### src/rtl/mem_arb_pkg.sv
// Shared types and defaults for the instruction/data memory port arbiter.
package mem_arb_pkg;

  localparam int unsigned ADDR_W_DEF = 5;
  localparam int unsigned DATA_W_DEF = 16;

  typedef enum logic [1:0] {
    IDLE,
    ACCESS,
    RESP
  } state_e;

  typedef enum logic {
    OWN_IF,
    OWN_DM
  } owner_e;

endpackage

### src/rtl/mem_arb_starve_ctr.sv
// Winner select for the shared port: data requester has priority until fetch
// has lost STARVE_MAX consecutive arbitrations, then fetch wins once.
module mem_arb_starve_ctr #(
  parameter int unsigned STARVE_MAX = 3
) (
  input  logic clk,
  input  logic rst,
  input  logic if_valid,
  input  logic dm_valid,
  input  logic grant_if,
  input  logic grant_dm,
  output logic pick_if
);

  localparam int unsigned CW = $clog2(STARVE_MAX + 1);

  logic [CW-1:0] cnt_q, cnt_d;

  assign pick_if = if_valid && !(dm_valid && (cnt_q < CW'(STARVE_MAX)));

  // Holds while fetch waits outside IDLE; only a fetch loss to dm counts.
  always_comb begin
    cnt_d = cnt_q;
    if (!if_valid || grant_if) begin
      cnt_d = '0;
    end else if (grant_dm && (cnt_q < CW'(STARVE_MAX))) begin
      cnt_d = cnt_q + CW'(1);
    end
  end

  always_ff @(posedge clk or negedge rst) begin
    if (!rst) begin
      cnt_q <= '0;
    end else begin
      cnt_q <= cnt_d;
    end
  end

endmodule

### src/rtl/mem_port_arbiter.sv
// Shares one fixed-latency external memory port between the fetch and the
// data-memory requesters; one access in flight, response routed to its owner.
module mem_port_arbiter
  import mem_arb_pkg::*;
#(
  parameter int unsigned ADDR_W     = ADDR_W_DEF,
  parameter int unsigned DATA_W     = DATA_W_DEF,
  parameter int unsigned MEM_LAT    = 1,
  parameter int unsigned STARVE_MAX = 3
) (
  input  logic              clk,
  input  logic              rst,
  input  logic              if_req_valid,
  input  logic [ADDR_W-1:0] if_req_addr,
  output logic              if_req_ready,
  output logic              if_rsp_valid,
  output logic [DATA_W-1:0] if_rsp_data,
  input  logic              dm_req_valid,
  input  logic              dm_req_we,
  input  logic [ADDR_W-1:0] dm_req_addr,
  input  logic [DATA_W-1:0] dm_req_wdata,
  output logic              dm_req_ready,
  output logic              dm_rsp_valid,
  output logic [DATA_W-1:0] dm_rsp_data,
  output logic [ADDR_W-1:0] ext_addr,
  output logic [DATA_W-1:0] ext_wdata,
  output logic              ext_we,
  input  logic [DATA_W-1:0] ext_rdata,
  output logic              busy
);

  localparam int unsigned CNT_W = $clog2(MEM_LAT + 1);

  state_e            state_q, state_d;
  owner_e            owner_q, owner_d;
  logic [CNT_W-1:0]  lat_q, lat_d, lat_inc;
  logic [ADDR_W-1:0] ext_addr_q, ext_addr_d;
  logic [DATA_W-1:0] ext_wdata_q, ext_wdata_d;
  logic              ext_we_q, ext_we_d;
  logic              we_q, we_d;
  logic [DATA_W-1:0] if_data_q, if_data_d;
  logic [DATA_W-1:0] dm_data_q, dm_data_d;
  logic              pick_if;
  logic              idle;

  assign idle    = (state_q == IDLE);
  assign lat_inc = lat_q + CNT_W'(1);

  // Gated by rst so neither requester sees ready while reset is held.
  assign if_req_ready = rst && idle && if_req_valid && pick_if;
  assign dm_req_ready = rst && idle && dm_req_valid && !pick_if;

  mem_arb_starve_ctr #(
    .STARVE_MAX(STARVE_MAX)
  ) u_starve (
    .clk     (clk),
    .rst     (rst),
    .if_valid(if_req_valid),
    .dm_valid(dm_req_valid),
    .grant_if(if_req_ready),
    .grant_dm(dm_req_ready),
    .pick_if (pick_if)
  );

  always_comb begin
    state_d     = state_q;
    owner_d     = owner_q;
    lat_d       = lat_q;
    ext_addr_d  = ext_addr_q;
    ext_wdata_d = ext_wdata_q;
    ext_we_d    = 1'b0;
    we_d        = we_q;
    if_data_d   = if_data_q;
    dm_data_d   = dm_data_q;
    unique case (state_q)
      IDLE: begin
        if (if_req_ready) begin
          owner_d     = OWN_IF;
          ext_addr_d  = if_req_addr;
          ext_wdata_d = '0;
          we_d        = 1'b0;
          lat_d       = '0;
          state_d     = ACCESS;
        end else if (dm_req_ready) begin
          owner_d     = OWN_DM;
          ext_addr_d  = dm_req_addr;
          ext_wdata_d = dm_req_wdata;
          we_d        = dm_req_we;
          ext_we_d    = dm_req_we;
          lat_d       = '0;
          state_d     = ACCESS;
        end
      end
      ACCESS: begin
        lat_d = lat_inc;
        if (lat_inc == CNT_W'(MEM_LAT)) begin
          if (owner_q == OWN_IF) begin
            if_data_d = ext_rdata;
          end else begin
            dm_data_d = we_q ? '0 : ext_rdata;
          end
          state_d = RESP;
        end
      end
      RESP:    state_d = IDLE;
      default: state_d = IDLE;
    endcase
  end

  always_ff @(posedge clk or negedge rst) begin
    if (!rst) begin
      state_q     <= IDLE;
      owner_q     <= OWN_IF;
      lat_q       <= '0;
      ext_addr_q  <= '0;
      ext_wdata_q <= '0;
      ext_we_q    <= 1'b0;
      we_q        <= 1'b0;
      if_data_q   <= '0;
      dm_data_q   <= '0;
    end else begin
      state_q     <= state_d;
      owner_q     <= owner_d;
      lat_q       <= lat_d;
      ext_addr_q  <= ext_addr_d;
      ext_wdata_q <= ext_wdata_d;
      ext_we_q    <= ext_we_d;
      we_q        <= we_d;
      if_data_q   <= if_data_d;
      dm_data_q   <= dm_data_d;
    end
  end

  assign ext_addr     = ext_addr_q;
  assign ext_wdata    = ext_wdata_q;
  assign ext_we       = ext_we_q;
  assign if_rsp_valid = (state_q == RESP) && (owner_q == OWN_IF);
  assign dm_rsp_valid = (state_q == RESP) && (owner_q == OWN_DM);
  assign if_rsp_data  = if_data_q;
  assign dm_rsp_data  = dm_data_q;
  assign busy         = !idle;

endmodule

### config.mk
export PLATFORM = sky130hd
export DESIGN_NAME = mem_port_arbiter
export DESIGN_NICKNAME = d
export VERILOG_FILES = /design/src/rtl/mem_arb_pkg.sv /design/src/rtl/mem_arb_starve_ctr.sv /design/src/rtl/mem_port_arbiter.sv
export SDC_FILE = /design/constraint.sdc
export NUM_CORES = 1
export LEC_CHECK = 0
export ABC_AREA = 1
export CORE_AREA = 8 8 95 89
export DETAILED_ROUTE_END_ITERATION = 8
export DIE_AREA = 0 0 103 97
export PLACE_DENSITY = 0.69
export SLEW_MARGIN = 40
export SYNTH_ARGS = -nofsm -noshare
export SYNTH_HDL_FRONTEND = slang
export SYNTH_SLANG_ARGS = --single-unit
### constraint.sdc
create_clock -name clk -period 1.8 [get_ports clk]
set_input_delay 0.45 -clock clk [delete_from_list [all_inputs] [get_ports clk]]
set_output_delay 0.45 -clock clk [all_outputs]
set_load 0.05 [all_outputs]
* After elaboration in Yosys (flattened, before gate mapping)
Index checks and enable logic that the tools add are counted.
Storage, ports and cells: flip-flop bits (word level) 61, input port bits 47, output and inout port bits 59, word-level logic and storage cells 63
Cells by class: add/subtract/negate cells 2, order comparisons 1, equal/unequal tests 4, muxes and demuxes 21, bitwise gates (word level) 1, reduce and logical (&&, ||, !) cells 24
Operators with widths (count):
- $mux 16 | 3
- $logic_and 1x1->1 | 10
- $mux 2 | 5
- $mux 5 | 2
- $mux 1 | 9
- $reduce_and 2->1 | 3
- $reduce_and 3->1 | 2
- $reduce_bool 2->1 | 3
- $logic_not 1->1 | 4
- $pmux 2 s2 | 1
- $ne 3x1->1 const B | 1
- $add 2x1->2 const B | 1
- $eq 2x1->1 const B | 1
- $eq 2x2->1 const B | 1
- $logic_not 2->1 | 1
- $lt 2x2->1 const B | 1
- $ne 2x2->1 const B | 1
- $pmux 1 s2 | 1
- $add 1x1->1 const B | 1
- $logic_or 1x1->1 | 1
- $not 1->1 | 1

* Longest topological paths before layout
Gate-level depths: netlist of run 1.
depth in word-level cells 9, mapped depth 9

* Modules after synthesis
A second synthesis of run 1 with hierarchy kept.
Unflattened totals: cells, all modules 299, area total of the unflattened synthesis 2603.7 µm²
Modules (own cells, without submodules):
- mem_port_arbiter | times used 1, cells each 282, area each 2478.6 µm², seq. area each 1476.4 µm²
- mem_arb_starve_ctr | times used 1, cells each 17, area each 125.1 µm², seq. area each 50.0 µm²

* Least setup slack after synthesis of run 1
No wires, ideal clock.
path type register to output, from register owner_q, to output port dm_rsp_valid, arrival time 1.876 ns, data required time 1.350 ns, path slack -0.526 ns, cell stages (with the launch flop) 4, buffers on the path 1, cell sequence dfrtp_1 > clkinv_1 > clkbuf_1 > nor3_1
On the way: longest elaborated chain between the ends 1
Ends and longest elaborated chain:
- start, declared | line mem_port_arbiter.sv:35 | owner_e owner_q, owner_d;
- start signal, assigned | line mem_port_arbiter.sv:123 | owner_q <= owner_d;
- $logic_and 1x1->1 | line mem_port_arbiter.sv:138 | assign dm_rsp_valid = (state_q == RESP) && (owner_q == OWN_DM);
- end, declared | line mem_port_arbiter.sv:23 | output logic dm_rsp_valid,
Every way passes these cells.

* Worst setup path after layout of run 1
from register u_starve.cnt_q[0], to output port dm_req_ready
On the way: longest elaborated chain between the ends 6
Ends and longest elaborated chain:
- start, declared | line mem_arb_starve_ctr.sv:17 | logic [CW-1:0] cnt_q, cnt_d;
- start signal, assigned | line mem_arb_starve_ctr.sv:35 | cnt_q <= cnt_d;
- $lt 2x2->1 | line mem_arb_starve_ctr.sv:19 | assign pick_if = if_valid && !(dm_valid && (cnt_q < CW'(STARVE_MAX)));
- $logic_and 1x1->1 | line mem_arb_starve_ctr.sv:19
- $logic_not 1->1 | line mem_arb_starve_ctr.sv:19
- $logic_and 1x1->1 | line mem_arb_starve_ctr.sv:19
- $logic_not 1->1 | line mem_port_arbiter.sv:51 | assign dm_req_ready = rst && idle && dm_req_valid && !pick_if;
- $logic_and 1x1->1 | line mem_port_arbiter.sv:51
- end, declared | line mem_port_arbiter.sv:22 | output logic dm_req_ready,
Every way passes these cells.

==> results of run 1 <==
[stage by stage]
stage	cells	TNS, ns	hold WS, ns
after detailed placement	484	-2.753	0.4603
after global routing	510	-0.2030	0.2496
final	510	-0.04056	0.2181
after global placement	484	-1.892	0.4547
after floorplan	286	-0.1208	0.1544
after CTS	509	-0.06414	0.3368
[placed cells by master, fill, tap and decap left out, types with 3 or more instances in the layout]
master,count
buf_4,74
dfrtp_1,61
nand2_4,6
inv_2,3
clkbuf_8,11
buf_12,5
nand3_1,37
o21ai_0,17
nor2_1,3
inv_1,5
nand2_1,127
clkinv_1,3
clkdlybuf4s50_1,43
[report_power, final]
group	switching (mW)	internal [mW]	leakage [nW]	total (mW)
Clock	0.511	0.702	0.101	1.21
Combinational	3.50	1.53	1.24	5.03
Sequential	0.369	2.01	0.772	2.38
Total	4.38	4.25	2.11	8.62
[routing by layer]
layer | GRT usage (%) | wire length, um | vias to the layer above | part of all wire [%]
met1 | 18.86 | 3217 | 1079 | 46
met3 | 5.014 | 682 | 12 | 9.7
met4 | 6.007 | 115 | 0 | 1.6
met5 | 0 | 0 | - | 0
met2 | 20.84 | 3051 | 93 | 43
li1 | - | - | 1157 | -
[worst max-delay path, cell delays in order (launching register included)]
cell and delay (ns):
dfrtp_1 0.39, ha_1 0.21, inv_2 0.07, a21boi_4 0.07, nor2_4 0.16, buf_12 0.15
[sequential cells by signal, summed over array words and instances (netlist names)]
name            cells
ext_wdata          16
u_starve.cnt_q      2
state_q             2
dm_rsp_data        16
if_rsp_data        16
we_q                1
ext_addr            5
lat_q               1
ext_we              1
owner_q             1
[kinds of logic (layout without fill, tap and decap cells)]
kind of cell               count (synthesis)  count (layout)
AOI/OAI and AO/OA                         20              20
buffers and inverters                     24             155
xor gates and xnor gates                   1               1
adders and majority gates                  1               1
DFF                                       61              61
and+or+nand+nor                          179             179
[final timing paths]
kind,from,endpoint,cells past startpoint
max reg2reg,u_starve.cnt_q[0]$_DFFE_PN0P_,lat_q$_DFFE_PN0P_,10
min in group clk,ext_wdata[1]$_DFFE_PN0P_,ext_wdata[1]$_DFFE_PN0P_,2
max in group asynchronous,rst,ext_wdata[2]$_DFFE_PN0P_,2
max,u_starve.cnt_q[0]$_DFFE_PN0P_,dm_req_ready,5
min,rst,dm_rsp_data[1]$_DFFE_PN0P_,2
min reg2reg,ext_wdata[1]$_DFFE_PN0P_,ext_wdata[1]$_DFFE_PN0P_,2
[area by class of cell]
cell class,instances,area (sq um)
flip-flops and latches,61,1526
repair buffers,127,1131
fillers,616,2836
clock buffers,11,151.4
multi-input cells,201,958.4
inverters,13,53.80
well taps,93,116.4
clock inverters,4,47.55
[repair_timing]
item                       in CTS  in global routing
buffers inserted               10                  1
setup endpoints to repair       2                  8
pin swaps                       4                  1
gates resized for setup         5                  5
hold buffers                    0                  0
hold endpoints to repair        0                  0
==> qor.yml, run 1 <==
status:
  status: "complete, but fails checks"
  violations: "setup timing"
yosys:
  synth_seq_cells: 61
  syn_area_sq_um: 2577
  synth_xor_area_share_pct: 0.3398
  ys_seq_area_share_pct: 59.22
  yosys.area.top_type: "dfrtp_1"
  synth_cell_type_count: 22
  synth_top_family_by_area: "simple AND/OR/NAND/NOR gates"
  synthTopCellsByArea: "dfrtp_1 59%, nand2_1 18%, nand3_1 7.2%, o21ai_0 3.3%, nand2_4 2.6%"
  synth_adder_area_share_pct: 0.4854
  synthFlopType: "dfrtp_1"
  yosysMostFrequentCell: "nand2_1"
  syn_nets: 334
  yosys.area_share.simple_pct: 31.02
  synth_edf_count: 0
  yosys.area.top_type_share_pct: 59.22
  synth_warnings: 0
  ys_async_sr_fraction_pct: 100.0
  avgSynthCellArea_sq_um: 9.012
  synth_compound_area_share_pct: 4.466
  synthMuxAreaShare_pct: 0
  postSynthCellCount: 286
  yosys-top-cells-count: "127 x nand2_1, 61 x dfrtp_1, 37 x nand3_1"
timing:
  hold_viol_final: 0
  layout_setup_ws_ns: -0.02475
  fmax_mhz: 548.0
  maxSlewHeadroom_pct: 64.10
  worst_pin_slew_ns: 0.5386
  rsz0062_at_grt: "yes"
  period_minus_slack_ns: 1.825
  fin_skew_ns: 0.009042
  setup_viol: 2
  fin_crit_sh_pct: 101.4
  slew_violations: 0
clock_tree:
  clockBufferDepth: 2
  cts-root-buf: "clkbuf_8"
  clk_pin_slew_ns: 0.07
  cts_sinks: 61
  clk_latency_ns: 0.33
  htree_levels: 3
  cts_made_buffers: 9
  cts_tree: "done"
run:
  cap_violations: 0
global_routing:
  grt_pass1_wl_um: 11450
  grt.overflow.total: 0
  grt_max_degree: 62
  antenna_found_initial: 0
  grt_pass1_vias: 2315
  globalRouteTotalUtil_pct: 14.38
drt:
  viasPerCell: 4.590
  vias: 2341
  drc: 0
  detail-route-antenna-nets: 0
  wl_per_cell_um: 13.85
  drt-initial-drc-count: 69
  wirelength_um: 7066
  firstDrtPassIters: 4
floorplan:
  die-width_um: 103
  die_h_um: 97
  ios: 106
  initial_utilization_pct: 37.78
  die_area_sq_um: 9991
  row_count: 29
  coreArea_sq_um: 6822
final_layout:
  n_antenna_cell: 0
  design_area_sq_um: 3985
  area_growth_pct: 54.61
  final_net_count: 461
  final_util_pct: 58.42
  layout-drive-gt1-share_pct: 27.58
worst_setup_path:
  critPathRequiredTime_ns: 1.35
  r2r_setup_slack_ns: 0.24
  worstSetupEndpointType: "output pin"
  worst-path-max-fanout: 3
  arrival_ns: 1.37
  cp-start-kind: "flop"
  path_class: "flop to output pin"
pwr:
  totalPowerFinal_mw: 8.623
  irDropWorstVdd_mv: 1.115
  cellLeakagePower_nw: 2.112
  power.density_nw_per_um2: 2164
place:
  place_area_sq_um: 3681
  hpwl_um: 5163
  pre_cts_slack_ns: -0.1422
  port_buffers: 105
  routabilityCongestion: 0.7958
hold_path:
  min_path_type: "primary input to async pin"
Note: power is estimated with default switching activity, not from simulation.
==> inputs of run 2 (changes only) <==
CTS_CLUSTER_DIAMETER = 150   (was not set)
==> results of run 2 <==
No change in the layout: final DEF, timing and power equal those of run 1.
